### src/rtl/scff_chain_test_ctrl.sv
`default_nettype none
// ============================================================================
// Module      : scff_chain_test_ctrl
// Description : On-chip sequencer for the fabric scan chain (sc_head ->
//               sc_tail). A start pulse raises test_en and flushes the chain
//               with CHAIN_LEN zeros. It then injects a single '1' and checks
//               that the pulse appears at sc_tail after exactly CHAIN_LEN
//               shifts, followed by PAD trailing zeros.
//
// Parameters  : CHAIN_LEN  scan flip-flops between sc_head and sc_tail (>=2)
//               PAD        trailing samples that must read '0' (>=1)
//               CNT_W      cycle-counter width, holds 2*CHAIN_LEN+PAD+1
//
// Ports       : clk        in   operating clock, also clocks the scan chain
//               greset     in   asynchronous active-high reset
//               start      in   starts a test when idle or done
//               abort      in   returns to IDLE from any state, beats start
//               test_en    out  scan-mode enable to the fabric
//               sc_head    out  scan chain serial input
//               sc_tail    in   scan chain serial output
//               busy       out  high while FLUSH/INJECT/SHIFT
//               done       out  high in DONE until the next start/abort
//               pass       out  valid with done, 1 iff no mismatch was seen
//               err_count  out  mismatches seen, saturating at 255
//               err_first  out  sample index of the first mismatch, 0 if none
//
// Revision    : 1.0  initial release
// ============================================================================
module scff_chain_test_ctrl #(
    parameter int CHAIN_LEN = 2304,
    parameter int PAD       = 2,
    parameter int CNT_W     = 13
) (
    input  logic             clk,
    input  logic             greset,
    input  logic             start,
    input  logic             abort,
    output logic             test_en,
    output logic             sc_head,
    input  logic             sc_tail,
    output logic             busy,
    output logic             done,
    output logic             pass,
    output logic [7:0]       err_count,
    output logic [CNT_W-1:0] err_first
);

    // ------------------------------------------------------------------------
    // State encoding
    // ------------------------------------------------------------------------
    localparam logic [2:0] c_IDLE   = 3'd0;
    localparam logic [2:0] c_FLUSH  = 3'd1;
    localparam logic [2:0] c_INJECT = 3'd2;
    localparam logic [2:0] c_SHIFT  = 3'd3;
    localparam logic [2:0] c_DONE   = 3'd4;

    // r_cnt holds the index n of the edge E_n about to occur (E0 = start edge).
    // Flushing ends on E_L; sample index k equals n - L for n in L+1..LAST.
    localparam logic [CNT_W-1:0] c_FLUSH_END = CNT_W'(CHAIN_LEN);
    localparam logic [CNT_W-1:0] c_PULSE_K   = CNT_W'(CHAIN_LEN + 1);
    localparam logic [CNT_W-1:0] c_LAST      = CNT_W'(2 * CHAIN_LEN + 1 + PAD);
    localparam logic [7:0]       c_ERR_MAX   = 8'hFF;

    // ------------------------------------------------------------------------
    // Registers and next-state wires
    // ------------------------------------------------------------------------
    logic [2:0]       r_state;
    logic [2:0]       w_state_nxt;

    logic [CNT_W-1:0] r_cnt;
    logic             r_test_en;
    logic             r_sc_head;
    logic             r_busy;
    logic             r_done;
    logic             r_pass;
    logic [7:0]       r_err_count;
    logic [CNT_W-1:0] r_err_first;

    logic [CNT_W-1:0] w_cnt_nxt;
    logic             w_test_en_nxt;
    logic             w_sc_head_nxt;
    logic             w_busy_nxt;
    logic             w_done_nxt;
    logic             w_pass_nxt;
    logic [7:0]       w_err_count_nxt;
    logic [CNT_W-1:0] w_err_first_nxt;

    // Compare path
    logic [CNT_W-1:0] w_k;
    logic             w_exp;
    logic             w_mismatch;
    logic [7:0]       w_err_count_upd;
    logic [CNT_W-1:0] w_err_first_upd;

    // ------------------------------------------------------------------------
    // Process 1: state register
    // ------------------------------------------------------------------------
    always_ff @(posedge clk or posedge greset) begin
        if (greset) begin
            r_state <= c_IDLE;
        end else begin
            r_state <= w_state_nxt;
        end
    end

    // ------------------------------------------------------------------------
    // Process 2: next-state logic
    // ------------------------------------------------------------------------
    always_comb begin
        w_state_nxt = r_state;
        if (abort) begin
            w_state_nxt = c_IDLE;
        end else begin
            case (r_state)
                c_IDLE, c_DONE: begin
                    if (start) begin
                        w_state_nxt = c_FLUSH;
                    end
                end
                c_FLUSH: begin
                    if (r_cnt == c_FLUSH_END) begin
                        w_state_nxt = c_INJECT;
                    end
                end
                c_INJECT: begin
                    w_state_nxt = c_SHIFT;
                end
                c_SHIFT: begin
                    if (r_cnt == c_LAST) begin
                        w_state_nxt = c_DONE;
                    end
                end
                default: begin
                    w_state_nxt = c_IDLE;
                end
            endcase
        end
    end

    // ------------------------------------------------------------------------
    // Sample comparison. The first sample (k=1) is taken on the INJECT->SHIFT
    // edge; it sees the last flushed zero leaving the chain.
    // ------------------------------------------------------------------------
    assign w_k   = r_cnt - c_FLUSH_END;
    assign w_exp = (w_k == c_PULSE_K);

    always_comb begin
        // Written so that an unknown sc_tail falls through as a mismatch.
        w_mismatch = 1'b1;
        if (sc_tail == w_exp) begin
            w_mismatch = 1'b0;
        end
    end

    always_comb begin
        w_err_count_upd = r_err_count;
        w_err_first_upd = r_err_first;
        if (w_mismatch) begin
            if (r_err_count != c_ERR_MAX) begin
                w_err_count_upd = r_err_count + 8'd1;
            end
            if (r_err_count == 8'd0) begin
                w_err_first_upd = w_k;
            end
        end
    end

    // ------------------------------------------------------------------------
    // Process 3: output / datapath next values (all outputs are registered)
    // ------------------------------------------------------------------------
    always_comb begin
        w_cnt_nxt       = r_cnt;
        w_test_en_nxt   = r_test_en;
        w_sc_head_nxt   = r_sc_head;
        w_busy_nxt      = r_busy;
        w_done_nxt      = r_done;
        w_pass_nxt      = r_pass;
        w_err_count_nxt = r_err_count;
        w_err_first_nxt = r_err_first;

        if (abort) begin
            // Results survive an abort so the cause can still be read out.
            w_cnt_nxt     = '0;
            w_test_en_nxt = 1'b0;
            w_sc_head_nxt = 1'b0;
            w_busy_nxt    = 1'b0;
            w_done_nxt    = 1'b0;
            w_pass_nxt    = 1'b0;
        end else begin
            case (r_state)
                c_IDLE, c_DONE: begin
                    if (start) begin
                        w_cnt_nxt       = {{(CNT_W-1){1'b0}}, 1'b1};
                        w_test_en_nxt   = 1'b1;
                        w_sc_head_nxt   = 1'b0;
                        w_busy_nxt      = 1'b1;
                        w_done_nxt      = 1'b0;
                        w_pass_nxt      = 1'b0;
                        w_err_count_nxt = 8'd0;
                        w_err_first_nxt = '0;
                    end
                end
                c_FLUSH: begin
                    w_cnt_nxt = r_cnt + 1'b1;
                    // The '1' is registered on the last flush edge so the
                    // chain captures it on the following edge.
                    if (r_cnt == c_FLUSH_END) begin
                        w_sc_head_nxt = 1'b1;
                    end
                end
                c_INJECT: begin
                    w_cnt_nxt       = r_cnt + 1'b1;
                    w_sc_head_nxt   = 1'b0;
                    w_err_count_nxt = w_err_count_upd;
                    w_err_first_nxt = w_err_first_upd;
                end
                c_SHIFT: begin
                    w_err_count_nxt = w_err_count_upd;
                    w_err_first_nxt = w_err_first_upd;
                    if (r_cnt == c_LAST) begin
                        // Counter is held here so it never needs a wider range.
                        w_test_en_nxt = 1'b0;
                        w_busy_nxt    = 1'b0;
                        w_done_nxt    = 1'b1;
                        w_pass_nxt    = (w_err_count_upd == 8'd0);
                    end else begin
                        w_cnt_nxt = r_cnt + 1'b1;
                    end
                end
                default: begin
                    w_cnt_nxt     = '0;
                    w_test_en_nxt = 1'b0;
                    w_sc_head_nxt = 1'b0;
                    w_busy_nxt    = 1'b0;
                    w_done_nxt    = 1'b0;
                    w_pass_nxt    = 1'b0;
                end
            endcase
        end
    end

    // ------------------------------------------------------------------------
    // Output and counter registers. Asynchronous reset drops test_en at once.
    // ------------------------------------------------------------------------
    always_ff @(posedge clk or posedge greset) begin
        if (greset) begin
            r_cnt       <= '0;
            r_test_en   <= 1'b0;
            r_sc_head   <= 1'b0;
            r_busy      <= 1'b0;
            r_done      <= 1'b0;
            r_pass      <= 1'b0;
            r_err_count <= 8'd0;
            r_err_first <= '0;
        end else begin
            r_cnt       <= w_cnt_nxt;
            r_test_en   <= w_test_en_nxt;
            r_sc_head   <= w_sc_head_nxt;
            r_busy      <= w_busy_nxt;
            r_done      <= w_done_nxt;
            r_pass      <= w_pass_nxt;
            r_err_count <= w_err_count_nxt;
            r_err_first <= w_err_first_nxt;
        end
    end

    assign test_en   = r_test_en;
    assign sc_head   = r_sc_head;
    assign busy      = r_busy;
    assign done      = r_done;
    assign pass      = r_pass;
    assign err_count = r_err_count;
    assign err_first = r_err_first;

endmodule

`default_nettype wire

### config.mk
export PLATFORM = sky130hd
export DESIGN_NAME = scff_chain_test_ctrl
export DESIGN_NICKNAME = d
export VERILOG_FILES = /design/src/rtl/scff_chain_test_ctrl.sv
export SDC_FILE = /design/constraint.sdc
export NUM_CORES = 1
export LEC_CHECK = 0
export ABC_AREA = 1
export CORE_MARGIN = 2
export CORE_UTILIZATION = 40
export DETAILED_ROUTE_END_ITERATION = 10
export GPL_ROUTABILITY_DRIVEN = 0
export PLACE_DENSITY = 0.69
export SLEW_MARGIN = 20
export SYNTH_ARGS = -nofsm -noshare
export SYNTH_HDL_FRONTEND = slang
export SYNTH_SLANG_ARGS = --single-unit
### constraint.sdc
create_clock -name clk -period 2.58 [get_ports clk]
set_clock_uncertainty 0.15 [all_clocks]
set_input_delay 0.516 -clock clk [delete_from_list [all_inputs] [get_ports clk]]
set_output_delay 0.516 -clock clk [all_outputs]
set_load 0.005 [all_outputs]
## Word level (Yosys, flattened, before mapping)

Index checks and enable logic that the tools add are counted.

| word-level totals | value |
|---|---|
| register bits | 41 |
| output and inout bits | 26 |

| cells by class | value |
|---|---|
| add/sub/neg operators | 3 |
| eq/ne operators | 18 |
| mux-type cells | 31 |
| bitwise operators | 1 |
| reduce and logical (&&, ||, !) cells | 13 |

Operators by type and width:

| operator | count |
|---|---|
| $mux 13 | 6 |
| $pmux 13 s3 | 1 |
| $eq 13x12->1 const B | 2 |
| $pmux 13 s2 | 1 |
| $mux 8 | 3 |
| $logic_not 8->1 | 2 |
| $pmux 8 s2 | 1 |
| $add 13x1->13 const B | 1 |
| $eq 13x13->1 const B | 1 |
| $sub 13x12->13 const B | 1 |
| $mux 3 | 4 |
| $ne 3x3->1 const B | 4 |
| $pmux 1 s3 | 4 |
| $pmux 3 s4 | 1 |
| $reduce_and 3->1 | 4 |
| $mux 1 | 10 |
| $add 8x1->8 const B | 1 |
| $ne 8x8->1 const B | 1 |
| $eq 3x2->1 const B | 2 |
| $ne 2x2->1 const B | 3 |
| $reduce_or 2->1 | 3 |
| $reduce_and 5->1 | 1 |
| $ne 2x1->1 const B | 2 |
| $eq 3x1->1 const B | 1 |
| 6 further kinds | 6 |

## Depth between registers and ports, before layout

Gate-level depths: netlist of the first run.

| depth | value |
|---|---|
| depth in word-level cells | 8 |
| mapped depth | 14 |
| mapped depth without buffers | 14 |

## Worst setup path before layout of the first run

Ideal clock, no wire load.

| path | value |
|---|---|
| path kind | reg-to-reg |
| start point | register r_cnt[8] |
| end point | register r_err_first[8] (netlist: err_first[8]) |
| library setup time | 127 ps |
| data arrival time | 1800 ps |
| data required time | 2303 ps |
| slack | 503 ps |
| stages on the path, launching flop included | 13 |
| buffers on the path | 1 |
| period minus slack after synthesis | 2077 ps |
| path through | dfrtp_1 > inv_1 > ha_1 > nand2_1 > nor2_1 > nand2_1 > nor2_2 > nand4_4 > nand2_4 > nand2_4 > a21oi_4 > buf_6 > o22ai_1 |

| between the ends | value |
|---|---|
| cells in the longest elaborated chain, start to end | 5 |
| elaborated cells on any way between the ends | 8 |

Ends and longest elaborated chain:

| item | RTL line | RTL |
|---|---|---|
| from (decl) | 70 | `logic [CNT_W-1:0] r_cnt;` |
| from (signal assigned) | 256 | `r_cnt <= w_cnt_nxt;` |
| $sub 13x12->13 * | 144 | `assign w_k = r_cnt - c_FLUSH_END;` |
| $eq 13x12->1 | 145 | `assign w_exp = (w_k == c_PULSE_K);` |
| $eq 1x1->1 | 150 | `if (sc_tail == w_exp) begin` |
| $ne 2x2->1 (no line) | - |  |
| $reduce_and 5->1 (no line) | - |  |
| to (signal assigned) | 263 | `r_err_first <= w_err_first_nxt;` |
| to (decl) | 77 | `logic [CNT_W-1:0] r_err_first;` |

Mark *: on every way between the ends. The rest lies on a longest branch, timed or not. The select of a mux whose other input is x is not followed.
A chain may end at the register's enable or synchronous reset.

## Worst setup path after layout of the first run

| path | value |
|---|---|
| start point | register r_cnt[9] |
| end point | register r_err_first[4] (netlist: err_first[4]) |

| between the ends | value |
|---|---|
| cells in the longest elaborated chain, start to end | 5 |

Ends and longest elaborated chain:

| item | RTL line |
|---|---|
| $sub 13x12->13 | 144 |
| $eq 13x12->1 | 145 |
| $eq 1x1->1 | 150 |
| $ne 2x2->1 (no line) | - |
| $reduce_and 5->1 (no line) | - |

Every way passes these cells.

==> metrics.md, run 1 <==
| Metric | Value |
|---|---|
| Critical Path RT | `around 2600 ps` |
| Yosys cell types | `36` |
| Max H-tree Level | `2` |
| Max-Cap Viols | `0` |
| Overall routed net length | `5.76 mm` |
| Total iterations of the first detailed-routing run | `4` |
| Final Non-Filler Cells | `438` |
| Clock share of power | `25.2%` |
| Flop pwr share | `38.1%` |
| Total Nets Final | `376` |
| CP peak stage delay | `450 ps` |
| Top-area cell type share of the netlist area | `41.7%` |
| Ys flop type | `dfrtp_1` |
| Reg2reg path depth | `8` |
| Worst setup SP type | `flip-flop` |
| Bufs on Longest Clock Path | `2` |
| Endpoint arrival time on the critical path | `2400 ps` |
| Mapped Area | `2460 sq um` |
| Fin. max-slew vios | `0` |
| First-pass GRT wire length | `9.72 mm` |
| Tot Pwr | `2180 uW` |
| Post-CTS resize count | `0` |
| Num ports | `31` |
| Core area | `5920 sq um` |
| Worst path cell trace | `inv_1 > ha_1 > xor2_1 > nor2_2 > nand4_4 > nand2_4 > nand3_2 > o22ai_1` |
| Largest area contributor in the netlist | `dfrtp_1` |
| DR vias | `roughly 2200` |
| Tot GR Track Use | `roughly a fifth` |
| Die W | `82.4 um` |
| Placed Cells | `430` |
| Synth warn | `0` |
| DR DRC count | `0` |
| Cells after synthesis | `321` |
| Area growth syn-to-layout | `22.6%` |
| Row count | `28` |
| Post-synth EDFFs | `0` |
| Die area | `~6800 sq um` |
| Register area | `1030 sq um` |
| Initial Util | `41.5%` |
| Clock Pin Slew Worst Setup and Hold Paths | `90 ps` |
| Worst reg-to-reg setup slack | `250 ps` |
| Top-count cell post-synth | `nand2_1` |
| P per Cell Area | `724 nW/um^2` |
| Post-synth ARST share | `100%` |
| Fin Setup TNS | `0 ps` |
| Crit Path Max Fanout | `10` |
| Outcome | `finished, final reports clean` |
| Port Buffer Count | `30` |
| Starting DRT DRC Count | `110` |
| Crit Path Category | `reg -> reg` |
| Multi-input gate area | `around 1200 sq um` |
| Post-route ant nets | `0` |
| CP endpoint | `err_first[4]` |
| Synth area leaders | `dfrtp_1 (42%), nand2_1 (11%), inv_1 (7.9%), nand3_1 (5.3%), nor2_1 (4.7%)` |
| Crit path time final | `2330 ps` |
| Vias in the first global route | `2137` |
| Initial antenna violation count | `0` |
| NetSw | `~770 uW` |
| Sink Count | `around 40` |
| Syn avg cell area | `7.66 sq um` |
| Clk Latency, worst-skew pair | `roughly 300 ps` |
| Worst setup EP type | `flip-flop` |
| DP Wirelength | `4.10 mm` |
| Synth top cells by count | `nand2_1 (70), inv_1 (52), dfrtp_1 (41), nor2_1 (31), nand3_1 (26)` |
| Worst R2R End | `err_first[4]` |
| Number of CTS-inserted buffers | `5` |
| CTS tree | `built` |
| Grt total ovfl | `0` |
| CTS Hold Buffers Added | `0` |
| Combinational power share | `approximately 37%` |
| R2r startpoint | `r_cnt[9]` |
| Worst slew pin tran | `527 ps` |
| Switching share of power | `35.2%` |
| Final Hold Vio Count | `0` |
| Share of cells above drive strength 1 | `a little under a tenth` |
| Hold/Removal Path Class | `reg -> reg` |
| Leak pwr | `0.00139 uW` |
| Pint | `1420 uW` |
| Pin count of the biggest net entering global routing | `between 40 and 50` |
| Fmax | `429 MHz` |
| CP Launch Point | `r_cnt[9]` |
| Max VDD drop | `0.395 mV` |
| Syn Nets | `335` |
| Vias per cell | `5.11` |
| ANT cells | `0` |
| Slew HR | `64.9%` |
| Postcts setup bufs | `0` |
| Die Ht | `around 80 um` |
| Sequential area share after synthesis | `41.7%` |
| Tcrit/Tclk final | `between 90% and 100%` |
| Filler Cell Count | `585` |
| CP max-delay cell | `dfrtp_1` |
| WL/cell | `13.2 um` |
| Yosys reg bits | `41` |
| Clock Tree Root | `clkbuf_8` |
| Hold Crit Depth | `2` |
| RSZ-0062 raised after global routing | `false` |
| Final setup viols | `0` |
power by group through the flow:
stage	Combinational (uW)	Clock, uW	Sequential (uW)
2_1_floorplan	486	0	835
3_3_place_gp	789	0	841
3_5_place_dp	801	0	845
4_1_cts	812	566	834
5_1_grt	904	592	846
6_report	801	551	832
worst min path at each step:
stage | start | endpoint | slack (ps)
after floorplan | done | done | 310
after global placement | done | done | 310
after detailed placement | done | done | 310
after CTS | done | done | 330
after global routing | done | done | 370
final | done | done | 330
layer usage:
metal / global-route usage, % / share of wire (%) / wire length [um]
met5: 0 / 0 / 0
met3: 3.80 / 3.8 / 220
met4: 7.00 / 2.2 / 128
met2: 30.4 / 47 / 2700
met1: 24.5 / 47 / 2710
cell families after synthesis:
family / Yosys count / synth area share (%)
buf+inv: 58 / 9.36
flops: 41 / 41.7
xor+xnor: 6 / 2.14
compound gates: 50 / 12.6
simple gates: 157 / 29.6
fa+ha+maj: 9 / 4.58
sequential cells by signal, summed over array words and instances, names as in the netlist:
signal and count:
err_first 13, r_cnt 13, busy 1, done 1
sc_head 1, pass 1, r_state 3, err_count 8
critical path: cells and delay by family (launching register included):
| family | cells | cell delay (ps) |
|---|---|---|
| AOI/OAI and AO/OA | 1 | 270 |
| and+or+nand+nor | 4 | 860 |
| buffers and inverters | 1 | 110 |
| xor gates and xnor gates | 1 | 170 |
| DFF | 1 | 450 |
| adders and majority gates | 1 | 220 |
placed cells by master, fill, tap and decap left out, types with 2 or more instances in the layout:
master           count
clkdlybuf4s50_1     30
clkbuf_8             6
inv_2                3
nand4_1              4
nand3_1             26
nand2_4              3
o22ai_2              3
inv_1               52
nand2_1             70
or2_2                2
nor2_2               2
ha_1                 9
o22ai_1              8
nor3_1              10
o21ai_0             23
nor3b_1              2
buf_4                6
a21oi_1              8
nor4_1               2
nor2_1              31
dfrtp_1             41
xor2_1               5
through the flow:
| stage | util, % | hold WS, ps | cell area [sq um] | setup slack (ps) |
|---|---|---|---|---|
| CTS | 50.9 | 329 | 3020 | 230 |
| detailed placement | 48.9 | 309 | 2900 | 103 |
| global route | 50.9 | 365 | 3020 | 16.1 |
| floorplan | - | 314 | 2460 | 503 |
| finish | 50.9 | 325 | 3020 | 247 |
| global placement | 48.9 | 311 | 2900 | 172 |
final cells by class:
cell class	instances	area share (%)
well taps	75	3.11
inverters	55	6.85
flip-flops and latches	41	34.0
clock inverters	2	1.24
repair buffers	37	12.1
multi-input cells	222	39.9
clock buffers	6	2.74
Note: power is estimated with default switching activity, not from simulation.
==> run 2, diff against run 1 <==
--- a/config.mk
+++ b/config.mk
@@ -6,6 +6,7 @@
 export NUM_CORES = 1
 export LEC_CHECK = 0
 export ABC_AREA = 1
+export CORE_ASPECT_RATIO = 0.75
 export CORE_MARGIN = 2
 export CORE_UTILIZATION = 40
 export DETAILED_ROUTE_END_ITERATION = 10
==> metrics.md, run 2 (synthesis results as in run 1) <==
| Metric | Value |
|---|---|
| Worst R2R End | `pass (was err_first[4])` |
| M2 GR Usage | `25.1% (was 30.4%)` |
| DR vias | `2233 (was 2240)` |
| DR DRC count | `0 (unchanged)` |
| DP Wirelength | `4.11 mm (was 4.10 mm)` |
| ANT cells | `0 (unchanged)` |
| Grt total ovfl | `0 (unchanged)` |
| Initial Util | `41.8% (was 41.5%)` |
| Vias in the first global route | `2042 (was 2137)` |
| Fin area | `3010 sq um (was 3020 sq um)` |
| Port Buffer Count | `30 (unchanged)` |
| Vias per cell | `5.06 (was 5.11)` |
| Leak pwr | `0.00139 uW (about the same)` |
| RSZ-0062 raised after global routing | `false (unchanged)` |
| Worst setup SP type | `flip-flop (unchanged)` |
| Post-route ant nets | `0 (unchanged)` |
| Worst setup EP type | `flip-flop (unchanged)` |
| Crit Path Max Fanout | `10 (unchanged)` |
| First-pass GRT wire length | `9.74 mm (was 9.72 mm)` |
| Most frequent cells in the layout | `nand2_1 (70), inv_1 (52), dfrtp_1 (41), nor2_1 (31), clkdlybuf4s50_1 (30) (unchanged)` |
| Die Ht | `71.9 um (was 82.4 um)` |
| Bufs on Longest Clock Path | `2 (unchanged)` |
| Starting DRT DRC Count | `176 (was 110)` |
| Final Hold Vio Count | `0 (unchanged)` |
| Register area | `1030 sq um (unchanged)` |
| R2r startpoint | `r_cnt[9] (unchanged)` |
| Total Nets Final | `376 (unchanged)` |
| Total iterations of the first detailed-routing run | `4 (unchanged)` |
| Endpoint arrival time on the critical path | `2420 ps (was 2400 ps)` |
| Fmax | `425 MHz (was 429 MHz)` |
| Slew HR | `65.3% (was 64.9%)` |
| Post-Route Utilization | `51.1% (was 50.9%)` |
| Outcome | `finished, final reports clean (unchanged)` |
| Tot GR Track Use | `18.4% (was 18.7%)` |
| Pin count of the biggest net entering global routing | `42 (unchanged)` |
| Hold Startpoint | `done (unchanged)` |
| Fin Setup TNS | `0 ps (unchanged)` |
| Grt peak-use layer | `met1 (was met2)` |
| Reg2reg path depth | `12 (was 8)` |
| Critical Path RT | `2650 ps (was 2640 ps)` |
| Core area | `5890 sq um (was 5920 sq um)` |
| Worst slew pin tran | `520 ps (was 527 ps)` |
| Hold/Removal Path Class | `reg -> reg (unchanged)` |
| Num ports | `31 (unchanged)` |
| Post-CTS resize count | `0 (unchanged)` |
| Overall routed net length | `5.67 mm (was 5.76 mm)` |
| Final Non-Filler Cells | `441 (was 438)` |
| WL/cell | `12.9 um (was 13.2 um)` |
| Clock Pin Slew Worst Setup and Hold Paths | `80 ps (was 90 ps)` |
| Die W | `94.6 um (was 82.4 um)` |
| Crit Path Category | `reg -> reg (unchanged)` |
| Max VDD drop | `0.479 mV (was 0.395 mV)` |
| Share of cells above drive strength 1 | `8.82% (was 9.09%)` |
| CTS tree | `built (unchanged)` |
| Die area | `6800 sq um (was 6790 sq um)` |
| Filler Cell Count | `573 (was 585)` |
| Met3 track demand over resource | `5.09% (was 3.80%)` |
| Commonest non-fill, non-tap cell in the layout | `nand2_1 (unchanged)` |
| Placed Cells | `433 (was 430)` |
| Crit path time final | `2350 ps (was 2330 ps)` |
| Worst reg-to-reg setup slack | `230 ps (was 250 ps)` |
| Fin. max-slew vios | `0 (unchanged)` |
| Sink Count | `41 (unchanged)` |
| Clk Latency, worst-skew pair | `300 ps (about the same)` |
| Tcrit/Tclk final | `91.1% (was 90.4%)` |
| Final setup viols | `0 (unchanged)` |
| Multi-input gate area | `1200 sq um (unchanged)` |
| Number of CTS-inserted buffers | `5 (unchanged)` |
| P per Cell Area | `716 nW/um^2 (was 724 nW/um^2)` |
| Hold Path End | `done (unchanged)` |
| Max H-tree Level | `2 (unchanged)` |
| Postcts setup bufs | `0 (unchanged)` |
| CTS Hold Buffers Added | `0 (unchanged)` |
| Hold Crit Depth | `2 (unchanged)` |
| Row count | `24 (was 28)` |
| Fin Hold WS | `357 ps (was 325 ps)` |
| Placed cell area | `2900 sq um (about the same)` |
| Area growth syn-to-layout | `22.4% (was 22.6%)` |
| Initial antenna violation count | `0 (unchanged)` |
| Clock Tree Root | `clkbuf_8 (unchanged)` |
| Max-Cap Viols | `0 (unchanged)` |
| Grt met1 use | `28.7% (was 24.5%)` |
-- run 2: cell count changes in the layout (fill, tap and decap cells not counted) --
cell / before / now
clkbuf_1: 0 / 1
clkinv_4: 0 / 1
clkinvlp_4: 1 / 0
clkbuf_8: 6 / 5
-- run 2: cell type report --
cell class | instances | share of cell area (%)
Inverter | 55 | 6.86
Sequential cell | 41 | 34.1
Clock inverter | 2 | 1.29
Tap cell | 78 | 3.24
Timing Repair Buffer | 37 | 12.1
Clock buffer | 6 | 2.41
Multi-Input combinational cell | 222 | 40.0
-- run 2: worst max path at each step --
stage,from,to,slack [ps],cells after the start
after floorplan,r_cnt[8],err_first[8],500,12
after global placement,abort,r_cnt[4],190,9
after detailed placement,abort,r_cnt[3],80,10
after CTS,r_cnt[9],pass,250,12
after global routing,r_cnt[9],pass,70,12
final,r_cnt[9],pass,230,12
-- run 2: report_power, final --
group	switching (uW)	internal, uW
Combinational	442	354
Sequential	88.2	744
Clock	238	291
Total	768	1390
-- run 2: worst max-delay path, stage by stage (launching register included) --
cell and delay (ps):
dfrtp_1 460, inv_1 120, ha_1 220, xor2_1 170, nor2_2 180, nand3_1 150, nand2_4 160, nand2_4 130
nand2_1 80, nand2_1 70, nor2_1 160, nand2_1 80, o21bai_1 150
-- run 2: routing by layer --
| metal | vias to the layer above | share of wire, % |
|---|---|---|
| li1 | 1125 | - |
| met4 | 0 | 0.97 |
| met3 | 7 | 7.9 |
| met1 | 1018 | 52 |
| met2 | 83 | 39 |
| met5 | - | 0 |
-- run 2: through the flow --
step | total power (uW) | setup slack [ps]
floorplan | 1320 | 503
global placement | 1630 | 191
detailed placement | 1630 | 80.6
CTS | 2180 | 253
global route | 2320 | 65.7
finish | 2160 | 229
==> run 3, diff against run 2 <==
--- a/config.mk
+++ b/config.mk
@@ -9,9 +9,11 @@
 export CORE_ASPECT_RATIO = 0.75
 export CORE_MARGIN = 2
 export CORE_UTILIZATION = 40
+export CTS_CLUSTER_DIAMETER = 40
 export DETAILED_ROUTE_END_ITERATION = 10
 export GPL_ROUTABILITY_DRIVEN = 0
 export PLACE_DENSITY = 0.69
+export RECOVER_POWER = 25
 export SLEW_MARGIN = 20
 export SYNTH_ARGS = -nofsm -noshare
 export SYNTH_HDL_FRONTEND = slang
==> metrics.md, run 3 (synthesis results as in run 1) <==
| Metric | Value |
|---|---|
| Endpoint arrival time on the critical path | `2420 ps (about the same)` |
| Num ports | `31 (unchanged)` |
| Hold/Removal Path Class | `reg -> reg (unchanged)` |
| Worst path cell trace | `inv_1 > ha_1 > xor2_1 > nor2_2 > nand3_1 > nand2_4 > nand2_4 > nand2_1 > nand2_1 > nor2_1 > nand2_1 > o21bai_1 (unchanged)` |
| Vias in the first global route | `2042 (unchanged)` |
| Area growth syn-to-layout | `22.3% (was 22.4%)` |
| RSZ-0062 raised after global routing | `false (unchanged)` |
| Die area | `6800 sq um (unchanged)` |
| Worst setup EP type | `flip-flop (unchanged)` |
| Commonest non-fill, non-tap cell in the layout | `nand2_1 (unchanged)` |
| Top Layer Used | `met4 (unchanged)` |
| Clock Tree Root | `clkbuf_8 (unchanged)` |
| Crit Path Max Fanout | `10 (unchanged)` |
| Starting DRT DRC Count | `176 (unchanged)` |
| Flop pwr share | `38.6% (about the same)` |
| Final Hold Vio Count | `0 (unchanged)` |
| Clk Latency, worst-skew pair | `300 ps (about the same)` |
| Critical Path RT | `2650 ps (about the same)` |
| NetSw | `765 uW (was 768 uW)` |
| Total iterations of the first detailed-routing run | `5 (was 4)` |
| Pin count of the biggest net entering global routing | `42 (unchanged)` |
| ANT cells | `0 (unchanged)` |
| Leak pwr | `0.00139 uW (about the same)` |
| Clock share of power | `24.5% (about the same)` |
| CTS tree | `built (unchanged)` |
| Initial antenna violation count | `0 (unchanged)` |
| Worst path buffer plus inverter count | `1 (unchanged)` |
| Grt total ovfl | `0 (unchanged)` |
| DP Wirelength | `4.11 mm (unchanged)` |
| Combinational power share | `36.9% (about the same)` |
| DR DRC count | `0 (unchanged)` |
| Most frequent cells in the layout | `nand2_1 (70), inv_1 (52), dfrtp_1 (41), nor2_1 (31), clkdlybuf4s50_1 (29) (was nand2_1 (70), inv_1 (52), dfrtp_1 (41), nor2_1 (31), clkdlybuf4s50_1 (30))` |
| Fin. max-slew vios | `0 (unchanged)` |
| R2r startpoint | `r_cnt[9] (unchanged)` |
| Initial Util | `41.8% (unchanged)` |
| CP top delay family | `simple AND/OR/NAND/NOR gates (unchanged)` |
| Sink Count | `41 (unchanged)` |
| Switching share of power | `35.5% (was 35.6%)` |
| Filler Cell Count | `574 (was 573)` |
| Crit Path Category | `reg -> reg (unchanged)` |
| Slew HR | `32.2% (was 65.3%)` |
| Reg2reg path depth | `12 (unchanged)` |
| CP Depth | `12 (unchanged)` |
| Overall routed net length | `5.66 mm (was 5.67 mm)` |
| Max-Cap Viols | `0 (unchanged)` |
| Crit path time final | `2350 ps (about the same)` |
| CP peak stage delay | `460 ps (about the same)` |
| CP endpoint | `pass (unchanged)` |
| Vias per cell | `5.02 (was 5.06)` |
| Worst slew pin tran | `1020 ps (was 520 ps)` |
| Outcome | `finished, final reports clean (unchanged)` |
| Final setup viols | `0 (unchanged)` |
| Bufs on Longest Clock Path | `2 (unchanged)` |
| CTS Hold Buffers Added | `0 (unchanged)` |
| Met3 wire len | `484 um (was 448 um)` |
| Worst setup SP type | `flip-flop (unchanged)` |
| Share of cells above drive strength 1 | `8.82% (unchanged)` |
| Fin Setup TNS | `0 ps (unchanged)` |
| Die W | `94.6 um (unchanged)` |
| CP max-delay cell | `dfrtp_1 (unchanged)` |
| DR WL met2 | `2.19 mm (was 2.20 mm)` |
| DR vias | `2213 (was 2233)` |
| Wl on met1 | `2.92 mm (was 2.96 mm)` |
| Tcrit/Tclk final | `90.9% (was 91.1%)` |
| Die Ht | `71.9 um (unchanged)` |
| CP Launch Point | `r_cnt[9] (unchanged)` |
| Max VDD drop | `0.478 mV (was 0.479 mV)` |
| Fmax | `426 MHz (was 425 MHz)` |
| Worst R2R End | `pass (unchanged)` |
| First-pass GRT wire length | `9.74 mm (unchanged)` |
| Total Nets Final | `376 (unchanged)` |
| WL/cell | `12.8 um (was 12.9 um)` |
| Clock Pin Slew Worst Setup and Hold Paths | `80 ps (about the same)` |
| Worst reg-to-reg setup slack | `230 ps (about the same)` |
| Post-CTS resize count | `0 (unchanged)` |
| Tot GR Track Use | `18.4% (unchanged)` |
| P per Cell Area | `716 nW/um^2 (about the same)` |
| Post-route ant nets | `0 (unchanged)` |
| Row count | `24 (unchanged)` |
| Port Buffer Count | `30 (unchanged)` |
| Number of CTS-inserted buffers | `5 (unchanged)` |
| Pint | `1390 uW (about the same)` |
| Postcts setup bufs | `0 (unchanged)` |
| Tot Pwr | `2150 uW (was 2160 uW)` |
| Top cell by count, worst path | `nand2_1 (unchanged)` |
| Fin Hold WS | `356 ps (was 357 ps)` |
| Core area | `5890 sq um (unchanged)` |
| Max H-tree Level | `2 (unchanged)` |
## run 3: power by group through the flow
| stage | logic (uW) | clock network (uW) | registers, uW |
|---|---|---|---|
| floorplan | 486 | 0 | 835 |
| global placement | 785 | 0 | 843 |
| detailed placement | 790 | 0 | 844 |
| CTS | 798 | 547 | 833 |
| global route | 898 | 577 | 846 |
| finish | 794 | 528 | 831 |
## run 3: area by class of cell
type | instances | area [sq um] | share of cell area, %
Clock buffer | 6 | 72.6 | 2.41
Clock inverter | 2 | 38.8 | 1.29
Inverter | 55 | 206 | 6.86
Multi-Input combinational cell | 222 | 1200 | 40.0
Sequential cell | 41 | 1030 | 34.1
Tap cell | 78 | 97.6 | 3.24
Timing Repair Buffer | 37 | 363 | 12.1
## run 3: how the worst min path moves through the flow
stage          start    to  depth (start not counted)
2_1_floorplan   done  done                          2
3_3_place_gp    done  done                          2
3_5_place_dp    done  done                          2
4_1_cts         done  done                          2
5_1_grt         done  done                          2
6_report        done  done                          2
## run 3: worst reg2reg max path, cell delays in order, from the launching register on
cell and delay [ps]:
dfrtp_1 460, inv_1 120, ha_1 220, xor2_1 170
nor2_2 180, nand3_1 150, nand2_4 160, nand2_4 130
nand2_1 80, nand2_1 70, nor2_1 160, nand2_1 80
o21bai_1 150
## run 3: stage by stage
| stage | utilization [%] | cell area [sq um] | instances | worst slack, ps |
|---|---|---|---|---|
| after detailed placement | 49.3 | 2900 | 433 | 80.6 |
| after CTS | 51.1 | 3010 | 441 | 253 |
| after global routing | 51.1 | 3010 | 441 | 65.7 |
| after floorplan | - | 2460 | 321 | 503 |
| after global placement | 49.3 | 2900 | 433 | 191 |
| final | 51.1 | 3010 | 441 | 234 |
## run 3: per-layer routing
| layer | global-route usage [%] | vias to the layer above |
|---|---|---|
| met5 | 0 | - |
| met4 | 4.67 | 0 |
| met3 | 5.09 | 7 |
| met2 | 25.1 | 80 |
| met1 | 28.7 | 1002 |
| li1 | - | 1124 |
